**config.mk**
```make
export PLATFORM = sky130hd
export DESIGN_NAME = ysyx_23060278_idu
export DESIGN_NICKNAME = d
export VERILOG_FILES = /design/src/rtl/ysyx_23060278_idu.sv
export SDC_FILE = /design/constraint.sdc
export NUM_CORES = 1
export LEC_CHECK = 0
export ABC_AREA = 1
export BUFFER_PORTS_ARGS = -buffer_cell sky130_fd_sc_hd__buf_4
export CORE_MARGIN = 5
export CORE_UTILIZATION = 35
export CTS_CLUSTER_SIZE = 30
export DETAILED_ROUTE_END_ITERATION = 7
export GPL_ROUTABILITY_DRIVEN = 1
export PLACE_DENSITY_LB_ADDON = 0.08
export SETUP_SLACK_MARGIN = 0.3
export SLEW_MARGIN = 30
export SYNTH_ARGS = -nofsm -noshare
export SYNTH_HDL_FRONTEND = slang
export SYNTH_SLANG_ARGS = --single-unit
```
**constraint.sdc**
```tcl
create_clock -name clk -period 1.5 [get_ports clk]
set_input_delay 0.15 -clock clk [delete_from_list [all_inputs] [get_ports clk]]
set_output_delay 0.15 -clock clk [all_outputs]
set_load 0.03 [all_outputs]
```
**src/rtl/ysyx_23060278_idu.sv**
```systemverilog
// Instruction-decode stage: decodes fetched {pc, inst} and buffers the
// decoded result in a small FIFO so fetch runs ahead of execute stalls.
module ysyx_23060278_idu #(
  parameter int XLEN  = 32,
  parameter int DEPTH = 2
) (
  input  logic            clk,
  input  logic            rst_n,
  input  logic            flush,
  input  logic            in_valid,
  output logic            in_ready,
  input  logic [XLEN-1:0] in_pc,
  input  logic [31:0]     in_inst,
  output logic            out_valid,
  input  logic            out_ready,
  output logic [XLEN-1:0] out_pc,
  output logic [6:0]      opcode,
  output logic [2:0]      func3,
  output logic [6:0]      func7,
  output logic [4:0]      rs1,
  output logic [4:0]      rs2,
  output logic [4:0]      rd,
  output logic [XLEN-1:0] imm,
  output logic [2:0]      imm_type,
  output logic            illegal
);

  localparam int AW = (DEPTH > 1) ? $clog2(DEPTH) : 1;
  localparam int CW = AW + 1;
  localparam bit RV64 = (XLEN == 64);

  typedef struct packed {
    logic [XLEN-1:0] pc;
    logic [31:0]     inst;
    logic [XLEN-1:0] imm;
    logic [2:0]      imm_type;
    logic            illegal;
  } entry_t;

  logic [6:0]  op;
  logic        op_i, op_s, op_b, op_u, op_j, op_r;
  logic [31:0] imm_i, imm_s, imm_b, imm_u, imm_j;
  entry_t      in_ent;

  assign op   = in_inst[6:0];
  assign op_i = (op == 7'b1100111) | (op == 7'b0000011)
              | (op == 7'b0010011) | (op == 7'b1110011)
              | (RV64 & (op == 7'b0011011));
  assign op_s = (op == 7'b0100011);
  assign op_b = (op == 7'b1100011);
  assign op_u = (op == 7'b0110111) | (op == 7'b0010111);
  assign op_j = (op == 7'b1101111);
  assign op_r = (op == 7'b0110011) | (op == 7'b0001111)
              | (RV64 & (op == 7'b0111011));

  assign imm_i = {{20{in_inst[31]}}, in_inst[31:20]};
  assign imm_s = {{20{in_inst[31]}}, in_inst[31:25], in_inst[11:7]};
  assign imm_b = {{19{in_inst[31]}}, in_inst[31], in_inst[7],
                  in_inst[30:25], in_inst[11:8], 1'b0};
  assign imm_u = {in_inst[31:12], 12'b0};
  assign imm_j = {{11{in_inst[31]}}, in_inst[31], in_inst[19:12],
                  in_inst[20], in_inst[30:21], 1'b0};

  // Immediates are built at 32 bits, then sign-extended to XLEN.
  always_comb begin
    in_ent      = '0;
    in_ent.pc   = in_pc;
    in_ent.inst = in_inst;
    unique case (1'b1)
      op_i: begin
        in_ent.imm      = XLEN'($signed(imm_i));
        in_ent.imm_type = 3'd1;
      end
      op_s: begin
        in_ent.imm      = XLEN'($signed(imm_s));
        in_ent.imm_type = 3'd2;
      end
      op_b: begin
        in_ent.imm      = XLEN'($signed(imm_b));
        in_ent.imm_type = 3'd3;
      end
      op_u: begin
        in_ent.imm      = XLEN'($signed(imm_u));
        in_ent.imm_type = 3'd4;
      end
      op_j: begin
        in_ent.imm      = XLEN'($signed(imm_j));
        in_ent.imm_type = 3'd5;
      end
      op_r:    in_ent.imm_type = 3'd0;
      default: in_ent.illegal  = 1'b1;
    endcase
  end

  entry_t          mem_q [DEPTH];
  entry_t          mem_d [DEPTH];
  logic [AW-1:0]   wr_q, wr_d, rd_q, rd_d;
  logic [CW-1:0]   cnt_q, cnt_d;
  logic            push, pop;
  entry_t          head;

  assign in_ready  = (cnt_q != CW'(DEPTH));
  assign out_valid = (cnt_q != '0);
  assign push      = in_valid & in_ready & ~flush;
  assign pop       = out_valid & out_ready & ~flush;

  always_comb begin
    mem_d = mem_q;
    wr_d  = wr_q;
    rd_d  = rd_q;
    cnt_d = cnt_q;
    if (flush) begin
      wr_d  = '0;
      rd_d  = '0;
      cnt_d = '0;
    end else begin
      if (push) begin
        mem_d[wr_q] = in_ent;
        wr_d        = wr_q + AW'(1);
      end
      if (pop) rd_d = rd_q + AW'(1);
      cnt_d = cnt_q + CW'(push) - CW'(pop);
    end
  end

  always_ff @(posedge clk or negedge rst_n) begin
    if (!rst_n) begin
      for (int i = 0; i < DEPTH; i++) mem_q[i] <= '0;
      wr_q  <= '0;
      rd_q  <= '0;
      cnt_q <= '0;
    end else begin
      mem_q <= mem_d;
      wr_q  <= wr_d;
      rd_q  <= rd_d;
      cnt_q <= cnt_d;
    end
  end

  assign head     = mem_q[rd_q];
  assign out_pc   = head.pc;
  assign opcode   = head.inst[6:0];
  assign rd       = head.inst[11:7];
  assign func3    = head.inst[14:12];
  assign rs1      = head.inst[19:15];
  assign rs2      = head.inst[24:20];
  assign func7    = head.inst[31:25];
  assign imm      = head.imm;
  assign imm_type = head.imm_type;
  assign illegal  = head.illegal;

endmodule

```
==> metrics, run 1 <==
minimum clock period 1.87 ns; residual DRC count 0; Routed Wire Length 31400 um; share of the clock period used by the worst path after layout 1.24; Worst-path clk slew 0.05 ns; largest delay contributor family on the critical path flip-flops; WS Path Type reg2out; layout overhead on the synthesized area 53.7%; series of cell instances along the critical path clkinv_8 > buf_12 > nand2_1 > o21ai_4 > buf_6; post-detailed-placement half-perimeter wirelength approximately 19000 um; TritonCTS clock tree done; peak ir drop on the vdd network 0.000864 V; number of standard cells after synthesis roughly 1200; clock latency at the later pin of the worst-skew pair 0.51 ns; CTS Buf Count 24; fillcell total 2555; post-DR wirelength/cell 17.0 um; core area about 27000 um^2; data arrival time of the critical path 1.72 ns; overflow left after global routing 0; top achievable clock speed 536 MHz; failing checks negative setup slack; unrepaired setup endpoints after global routing yes; Synthesized Nets 1291; unique cell type count in the Yosys netlist 28; number of placed cells counting well taps 1710; Crit. End Element primary output; via density per instance between 4 and 5; count of synthesis-stage warnings from yosys 0; Critical Path Fanout Max 18; All-Layer GR Usage 0.180; number of placed I/O pins ~170; RePlAce Congestion 0.799; diode count 0; row count 60; wire length of the first global-routing pass 45500 um; status finished with violations; number of levels the H-tree was split into 1; floorplan die area roughly 31000 um^2; via count roughly 8800; Max stage delay on crit path 0.54 ns; violation count after the first detailed-route iteration 492; worst path buffer plus inverter count 3; fin cells 1854; Slew Limit Headroom 0.716; CP startpoint kind flop; share of synthesized area occupied by flip-flops and latches 0.536; share of post-route cells with drive strength above 1 0.356; Port Buffers 170; Layout Nets 1567; required time of the worst setup path 1.35 ns; initial standard-cell utilization of the core 0.354; total power divided by cell area 1440 nW/um^2; flip-flop and latch count after synthesis between 200 and 250; overall die width 175 um; leakage power approximately 7.8 nW; clock root buffer sky130_fd_sc_hd__clkbuf_16; final slew viol count 0; clock tree skew after final layout 0.00798 ns; worst-path cell with the longest stage delay sky130_fd_sc_hd__dfrtp_4; synthesized area per cell 7.81 um^2; antenna violation net count after detailed routing 0; accumulated negative setup slack -28.63 ns; hold violation count in the final report 0; vias in the first global route 8561; max-capacitance violation count 0; Total Power around 21 mW; least setup slack across all paths after layout -0.366 ns; antenna violations before repair 0; Core Util, Final 0.545; maximum number of buffers from clock root to sink 3; die outline height 175 um; first drt pass iteration count 6; worst min path class in2reg; clk sinks 204; largest net degree at the start of global routing 60; worst slew pin tran between 0.4 and 0.5 ns; Netlist Area Pre-Place 9520 um^2; Final setup violation count 102; Place WS -0.0496 ns
## timing repair
item	CTS	global route
gates cloned	0	24
endpoints found under the setup margin	305	306
buffers inserted	0	13
gates resized for setup	62	197
pin swaps	19	31
endpoints found under the hold margin	351	0
hold buffers	64	0
## where the power goes
part / total (mW) / leakage (nW) / internal (mW) / switching (mW)
Sequential: 7.74 / 2.64 / 6.91 / 0.822
Combinational: 7.70 / 4.79 / 3.32 / 4.38
Clock: 5.65 / 0.374 / 3.40 / 2.25
## state kept, by name, summed over array words and instances (netlist names)
signal / cells
cnt_q: 2
mem_q: 200
rd_q: 1
wr_q: 1
## layer usage
layer	wire length (um)	global-route usage	share of wire	vias up
li1	-	-	-	4337
met1	14500	0.247	0.46	4236
met2	14800	0.303	0.47	192
met3	1440	0.0322	0.046	44
met4	654	0.0340	0.021	0
met5	0	0	0	-
## layout make-up
cell class | count | area (um^2) | share of cell area
well taps | 341 | 427 | 0.0291
repair inverters | 1 | 16.3 | 0.00111
inverters | 88 | 377 | 0.0257
flip-flops and latches | 204 | 5110 | 0.349
multi-input cells | 859 | 4400 | 0.300
repair buffers | 318 | 3550 | 0.243
clock inverters | 1 | 5.00 | 0.000342
clock buffers | 42 | 759 | 0.0519
## cell usage after synthesis (all sizes together)
| library cell | n | share of area |
|---|---|---|
| nor2 | 18 | 0.012 |
| a31oi | 1 | 0.00066 |
| a21oi | 2 | 0.0011 |
| nand4 | 1 | 0.00066 |
| buf | 36 | 0.025 |
| inv | 88 | 0.035 |
| ha | 2 | 0.0026 |
| o21bai | 1 | 0.00079 |
| dfrtp | 204 | 0.54 |
| o21ai | 144 | 0.076 |
| or2 | 1 | 0.00066 |
| nand3 | 49 | 0.037 |
| clkbuf | 33 | 0.013 |
| xor2 | 1 | 0.00092 |
| o22ai | 6 | 0.0039 |
| nand2 | 632 | 0.25 |
| xnor2 | 1 | 0.00092 |
## layout by cell type, fill, tap and decap left out, drive strengths merged
master       count
o22ai            6
nand3           49
nand4            1
dlygate4sd3     64
ha               2
o21ai          144
clkinv           3
o21bai           1
buf            238
or2              1
a31oi            1
xor2             1
nand2          632
a21oi            2
inv             87
nor2            18
clkbuf          58
xnor2            1
dfrtp          204
## kinds of logic after synthesis
family	Yosys count	share of synthesized area
flops	204	0.536
buf+inv	157	0.0731
xor+xnor	2	0.00184
fa+ha+maj	2	0.00263
compound gates	154	0.0821
simple gates	701	0.304
## per-stage QoR
| stage | hold slack [ns] | instance area, um^2 |
|---|---|---|
| 2_1_floorplan | -0.146 | 9830 |
| 3_3_place_gp | 0.124 | 11700 |
| 3_5_place_dp | 0.126 | 11700 |
| 4_1_cts | 0.00707 | 13300 |
| 5_1_grt | 0.0342 | 14600 |
| 6_report | 0.0272 | 14600 |
## worst paths after layout
kind                             from           to  slack [ns]  depth (start not counted)
max                              rd_q  imm_type[2]       -0.37                          5
min                        in_inst[6]    mem_q[42]        0.03                          3
max reg2reg                  cnt_q[1]     cnt_q[1]       -0.09                          8
min reg2reg                 mem_q[17]    mem_q[17]        0.48                          2
max in group asynchronous       rst_n         rd_q        0.78                          3
min in group asynchronous       rst_n    mem_q[64]        0.14                          2
## worst min-delay path, cell delays in order
cell and delay [ns]:
sky130_fd_sc_hd__buf_4 0.14, sky130_fd_sc_hd__inv_2 0.11, sky130_fd_sc_hd__o21ai_1 0.09
Power figures use the tool's default switching activity.
==> inputs of run 2 (changes only) <==
Settings changed: CELL_PAD_IN_SITES_DETAIL_PLACEMENT set to 0, CELL_PAD_IN_SITES_GLOBAL_PLACEMENT set to 2, CORE_UTILIZATION 35 to 29.
==> metrics, run 2 (same netlist as run 1, synthesis figures left out) <==
status finished with violations; failing checks negative setup slack; row count 66; area taken by flip-flops and latches 5110 um^2; number of levels the H-tree was split into 1; clk sinks 204; via count 8978; core area roughly 32000 um^2; overall die width 191 um; post-DR wirelength/cell 18.8 um; share of the clock period used by the worst path after layout 1.27; first drt pass iteration count 4; worst min path class in2reg; clock root buffer sky130_fd_sc_hd__clkbuf_16; Routed Wire Length 37600 um; minimum clock period between 1.5 and 2 ns; top achievable clock speed 523 MHz; Slew Limit Headroom 0.703; cells on worst reg2reg path 10; clock tree skew after final layout between 0.007 and 0.008 ns; multi-input gate area in the final layout ~4600 um^2; RePlAce Congestion 0.781; post-detailed-placement half-perimeter wirelength 20200 um; R2R Path Start cnt_q[1]; fillcell total 3177; Layout Nets roughly 1600; leakage power 8.30 nW; largest net degree at the start of global routing 47; residual DRC count 0; Crit. End Element primary output; total power divided by cell area 1440 nW/um^2; layout overhead on the synthesized area 67.7%; flip-flop count of the largest register, all copies and words added 200; least setup slack across all paths after layout -0.410 ns; origin of the worst setup path rd_q; commonest non-fill, non-tap cell in the layout sky130_fd_sc_hd__nand2_1; WS Path Type reg2out; Worst Hold Margin roughly 0.032 ns; Final setup violation count 292; peak ir drop on the vdd network 0.000892 V; vias in the first global route between 8000 and 9000; data arrival time of the critical path 1.76 ns; share of post-route cells with drive strength above 1 0.400; Worst-path clk slew 0.06 ns; CP startpoint kind flop; floorplan die area 36600 um^2; capturing instance or port of the critical path func7[6]; unrepaired setup endpoints after global routing yes; overflow left after global routing 0; TritonCTS clock tree done; register with the highest flop count mem_q; largest registers mem_q: 200 flops, cnt_q: 2 flops; Final Instance Area 16000 um^2; Place WS -0.0804 ns; accumulated negative setup slack -46.89 ns; initial standard-cell utilization of the core 0.293; diode count 0; most frequent cells in the layout 440 x sky130_fd_sc_hd__nand2_1, 203 x sky130_fd_sc_hd__dfrtp_1, 158 x sky130_fd_sc_hd__nand2_2; antenna violation net count after detailed routing 0; CTS Buf Count 25; total cell area at the placement stage around 12000 um^2; worst slew pin tran 0.446 ns; worst hold start in_inst[4]; number of placed I/O pins 171; die outline height 191 um; Core Util, Final 0.492; antenna violations before repair 0; endpoint of the worst-slack reg-to-reg timing path mem_q[125]; Critical Path Fanout Max 12; max-capacitance violation count 0; violation count after the first detailed-route iteration 407; final slew viol count 0; via density per instance around 4.5; All-Layer GR Usage 0.171; required time of the worst setup path 1.35 ns; wire length of the first global-routing pass 49600 um; minimum setup slack among reg-to-reg paths -0.12 ns; Port Buffers 170; hold violation count in the final report 0; clock latency at the later pin of the worst-skew pair 0.52 ns; maximum number of buffers from clock root to sink 3
## run 2: critical path, stage by stage, from the launching register on
cell and delay [ns]:
sky130_fd_sc_hd__dfrtp_4 0.51, sky130_fd_sc_hd__buf_4 0.19, sky130_fd_sc_hd__clkbuf_16 0.21, sky130_fd_sc_hd__o21ai_4 0.17, sky130_fd_sc_hd__buf_6 0.16
## run 2: what timing repair did
action                     4_1_cts  5_1_grt
hold endpoints to repair       350        0
setup buffers                    7       17
gates cloned                     5       45
gates resized for setup        123      207
pin swaps                       27       32
setup endpoints to repair      305      305
hold buffers                    64        0
## run 2: metrics by stage
step	std cells	total power [mW]
5_1_grt	1996	24.3
2_1_floorplan	1220	11.7
4_1_cts	1934	21.9
3_3_place_gp	1813	14.1
3_5_place_dp	1813	14.2
6_report	1996	23.0
## run 2: area by class of cell
cell class,count,share of cell area
well taps,442,0.0346
repair inverters,5,0.00439
multi-input cells,859,0.290
clock inverters,9,0.0107
flip-flops and latches,204,0.320
repair buffers,353,0.271
inverters,88,0.0238
clock buffers,36,0.0455
## run 2: power breakdown
group | switching [mW] | leakage (nW) | internal [mW] | total, mW
Clock | 2.42 | 0.443 | 4.20 | 6.62
Combinational | 4.78 | 5.22 | 3.80 | 8.58
Sequential | 0.842 | 2.64 | 6.91 | 7.76
## run 2: worst min path at each step
| stage | cells past startpoint | to | slack (ns) |
|---|---|---|---|
| 4_1_cts | 4 | mem_q[4] | 0.01 |
| 3_5_place_dp | 1 | mem_q[164] | 0.11 |
| 2_1_floorplan | 0 | cnt_q[0] | -0.15 |
| 3_3_place_gp | 1 | mem_q[64] | 0.10 |
| 6_report | 4 | mem_q[40] | 0.03 |
| 5_1_grt | 4 | mem_q[40] | 0.03 |
## run 2: layer usage
metal,track usage,share of wire,up-vias,routed length [um]
met2,0.282,0.48,163,18000
met5,0,0,-,0
met3,0.0292,0.044,38,1670
met1,0.242,0.46,4339,17400
li1,-,-,4438,-
met4,0.0287,0.014,0,539
==> inputs of run 3 (changes only) <==
Settings changed: CORE_UTILIZATION 29 to 30, CTS_BUF_LIST set to sky130_fd_sc_hd__clkbuf_4 sky130_fd_sc_hd__clkbuf_8.
==> metrics, run 3 (same netlist as run 1, synthesis figures left out) <==
maximum number of buffers from clock root to sink 3; layout overhead on the synthesized area 61.5%; Core Util, Final 0.489; Routed Wire Length 34900 um; overall die width approximately 190 um; worst slew pin tran 0.594 ns; overflow left after global routing 0; hold violation count in the final report 0; Crit. End Element primary output; antenna violation net count after detailed routing 0; largest net degree at the start of global routing 54; data arrival time of the critical path between 1.5 and 2 ns; clock latency at the later pin of the worst-skew pair 0.53 ns; core area about 31000 um^2; initial standard-cell utilization of the core 0.303; All-Layer GR Usage 0.193; clock root buffer sky130_fd_sc_hd__clkbuf_8; residual DRC count 0; share of post-route cells with drive strength above 1 0.378; unrepaired setup endpoints after global routing yes; wire length of the first global-routing pass 54000 um; via density per instance around 4.6; required time of the worst setup path 1.35 ns; most frequent cells in the layout 483 x sky130_fd_sc_hd__nand2_1, 203 x sky130_fd_sc_hd__dfrtp_1, 131 x sky130_fd_sc_hd__buf_4; minimum clock period between 1.5 and 2 ns; violation count after the first detailed-route iteration 390; WS Path Type reg2out; antenna violations before repair 0; floorplan die area ~35000 um^2; largest registers mem_q: 200 flops, cnt_q: 2 flops; least setup slack across all paths after layout -0.367 ns; TritonCTS clock tree done; clock tree skew after final layout 0.0218 ns; first drt pass iteration count 5; number of placed I/O pins 171; via count 9011; top achievable clock speed 536 MHz; die outline height 188 um; failing checks negative setup slack; Worst Hold Margin 0.0317 ns; vias in the first global route between 9000 and 10000; area taken by flip-flops and latches 5110 um^2; Critical Path Fanout Max 22; total power divided by cell area 1400 nW/um^2; Worst-path clk slew 0.06 ns; leakage power 8.08 nW; fillcell total 3083; post-DR wirelength/cell 17.7 um; post-detailed-placement half-perimeter wirelength 20100 um; number of levels the H-tree was split into 2; Layout Nets 1611; status finished with violations; Port Buffers 170; Slew Limit Headroom 0.604; CTS Buf Count 40; flip-flop count of the largest register, all copies and words added 200; register with the highest flop count mem_q; diode count 0; worst min path class in2reg; commonest non-fill, non-tap cell in the layout sky130_fd_sc_hd__nand2_1; max-capacitance violation count 0; clk sinks 204; share of the clock period used by the worst path after layout 1.24; multi-input gate area in the final layout between 4000 and 5000 um^2; row count 65; CP startpoint kind flop; RePlAce Congestion 0.782; final slew viol count 0; Final setup violation count 170; peak ir drop on the vdd network 0.000722 V
[run 3: cell count changes in the layout (fill, tap and decap cells not counted), moves of 6 or more]
| cell | change |
|---|---|
| sky130_fd_sc_hd__o21ai_4 | -6 |
| sky130_fd_sc_hd__nand2_4 | -15 |
| sky130_fd_sc_hd__clkbuf_16 | -48 |
| sky130_fd_sc_hd__buf_16 | +8 |
| sky130_fd_sc_hd__clkbuf_4 | +18 |
| sky130_fd_sc_hd__buf_6 | +12 |
| sky130_fd_sc_hd__nand2_2 | -29 |
| sky130_fd_sc_hd__clkbuf_8 | +45 |
| sky130_fd_sc_hd__nand2_1 | +43 |
| sky130_fd_sc_hd__buf_4 | -6 |
[run 3: per-stage QoR]
step                std cells  total power, mW  TNS (ns)  worst slack [ns]  cell area, um^2
floorplan                1220             11.7   -0.0693           -0.0406             9830
global placement         1777             14.1   -0.0195           -0.0144            11800
detailed placement       1777             14.2   -0.0423           -0.0316            11800
CTS                      1949             21.3    -36.10            -0.399            14700
global route             1969             22.9    -50.76            -0.439            15400
finish                   1969             21.6    -33.73            -0.367            15400
[run 3: critical path: stages, from the launching register on]
cell and delay (ns):
sky130_fd_sc_hd__dfrtp_4 0.56, sky130_fd_sc_hd__clkinv_8 0.12, sky130_fd_sc_hd__buf_12 0.17, sky130_fd_sc_hd__nand2_1 0.09, sky130_fd_sc_hd__nand2_2 0.10, sky130_fd_sc_hd__buf_6 0.14
[run 3: path summary, 6_finish.rpt]
path | start | to | slack (ns) | cells past startpoint
hold / removal | in_inst[4] | mem_q[40] | 0.03 | 4
setup / recovery | rd_q | imm[4] | -0.37 | 5
hold reg to reg | mem_q[103] | mem_q[103] | 0.47 | 2
setup reg to reg | cnt_q[0] | mem_q[79] | -0.06 | 10
max in group asynchronous | rst_n | mem_q[79] | 0.63 | 3
min in group asynchronous | rst_n | mem_q[63] | 0.16 | 2
[run 3: repair_timing]
item	in CTS	in global routing
buffers inserted	17	14
hold endpoints to repair	215	0
hold buffers	63	0
resized for setup	179	100
gates cloned	23	6
pin swaps	14	8
setup endpoints to repair	305	306
[run 3: where the power goes]
part / internal [mW] / switching, mW
Combinational: 3.55 / 4.54
Clock: 3.42 / 2.38
Sequential: 6.92 / 0.796
[run 3: area by class of cell]
class                   count  area share
multi-input cells         859       0.287
inverters                  88      0.0257
repair buffers            344       0.265
repair inverters            3     0.00334
well taps                 402      0.0327
clock buffers              68      0.0535
clock inverters             1    0.000488
flip-flops and latches    204       0.332
[run 3: metal layers]
| layer | routed length, um | track usage | up-vias |
|---|---|---|---|
| met1 | 15900 | 0.258 | 4329 |
| met5 | 0 | 0 | - |
| met4 | 741 | 0.0514 | 0 |
| met2 | 16800 | 0.325 | 188 |
| met3 | 1510 | 0.0343 | 51 |
| li1 | - | - | 4443 |
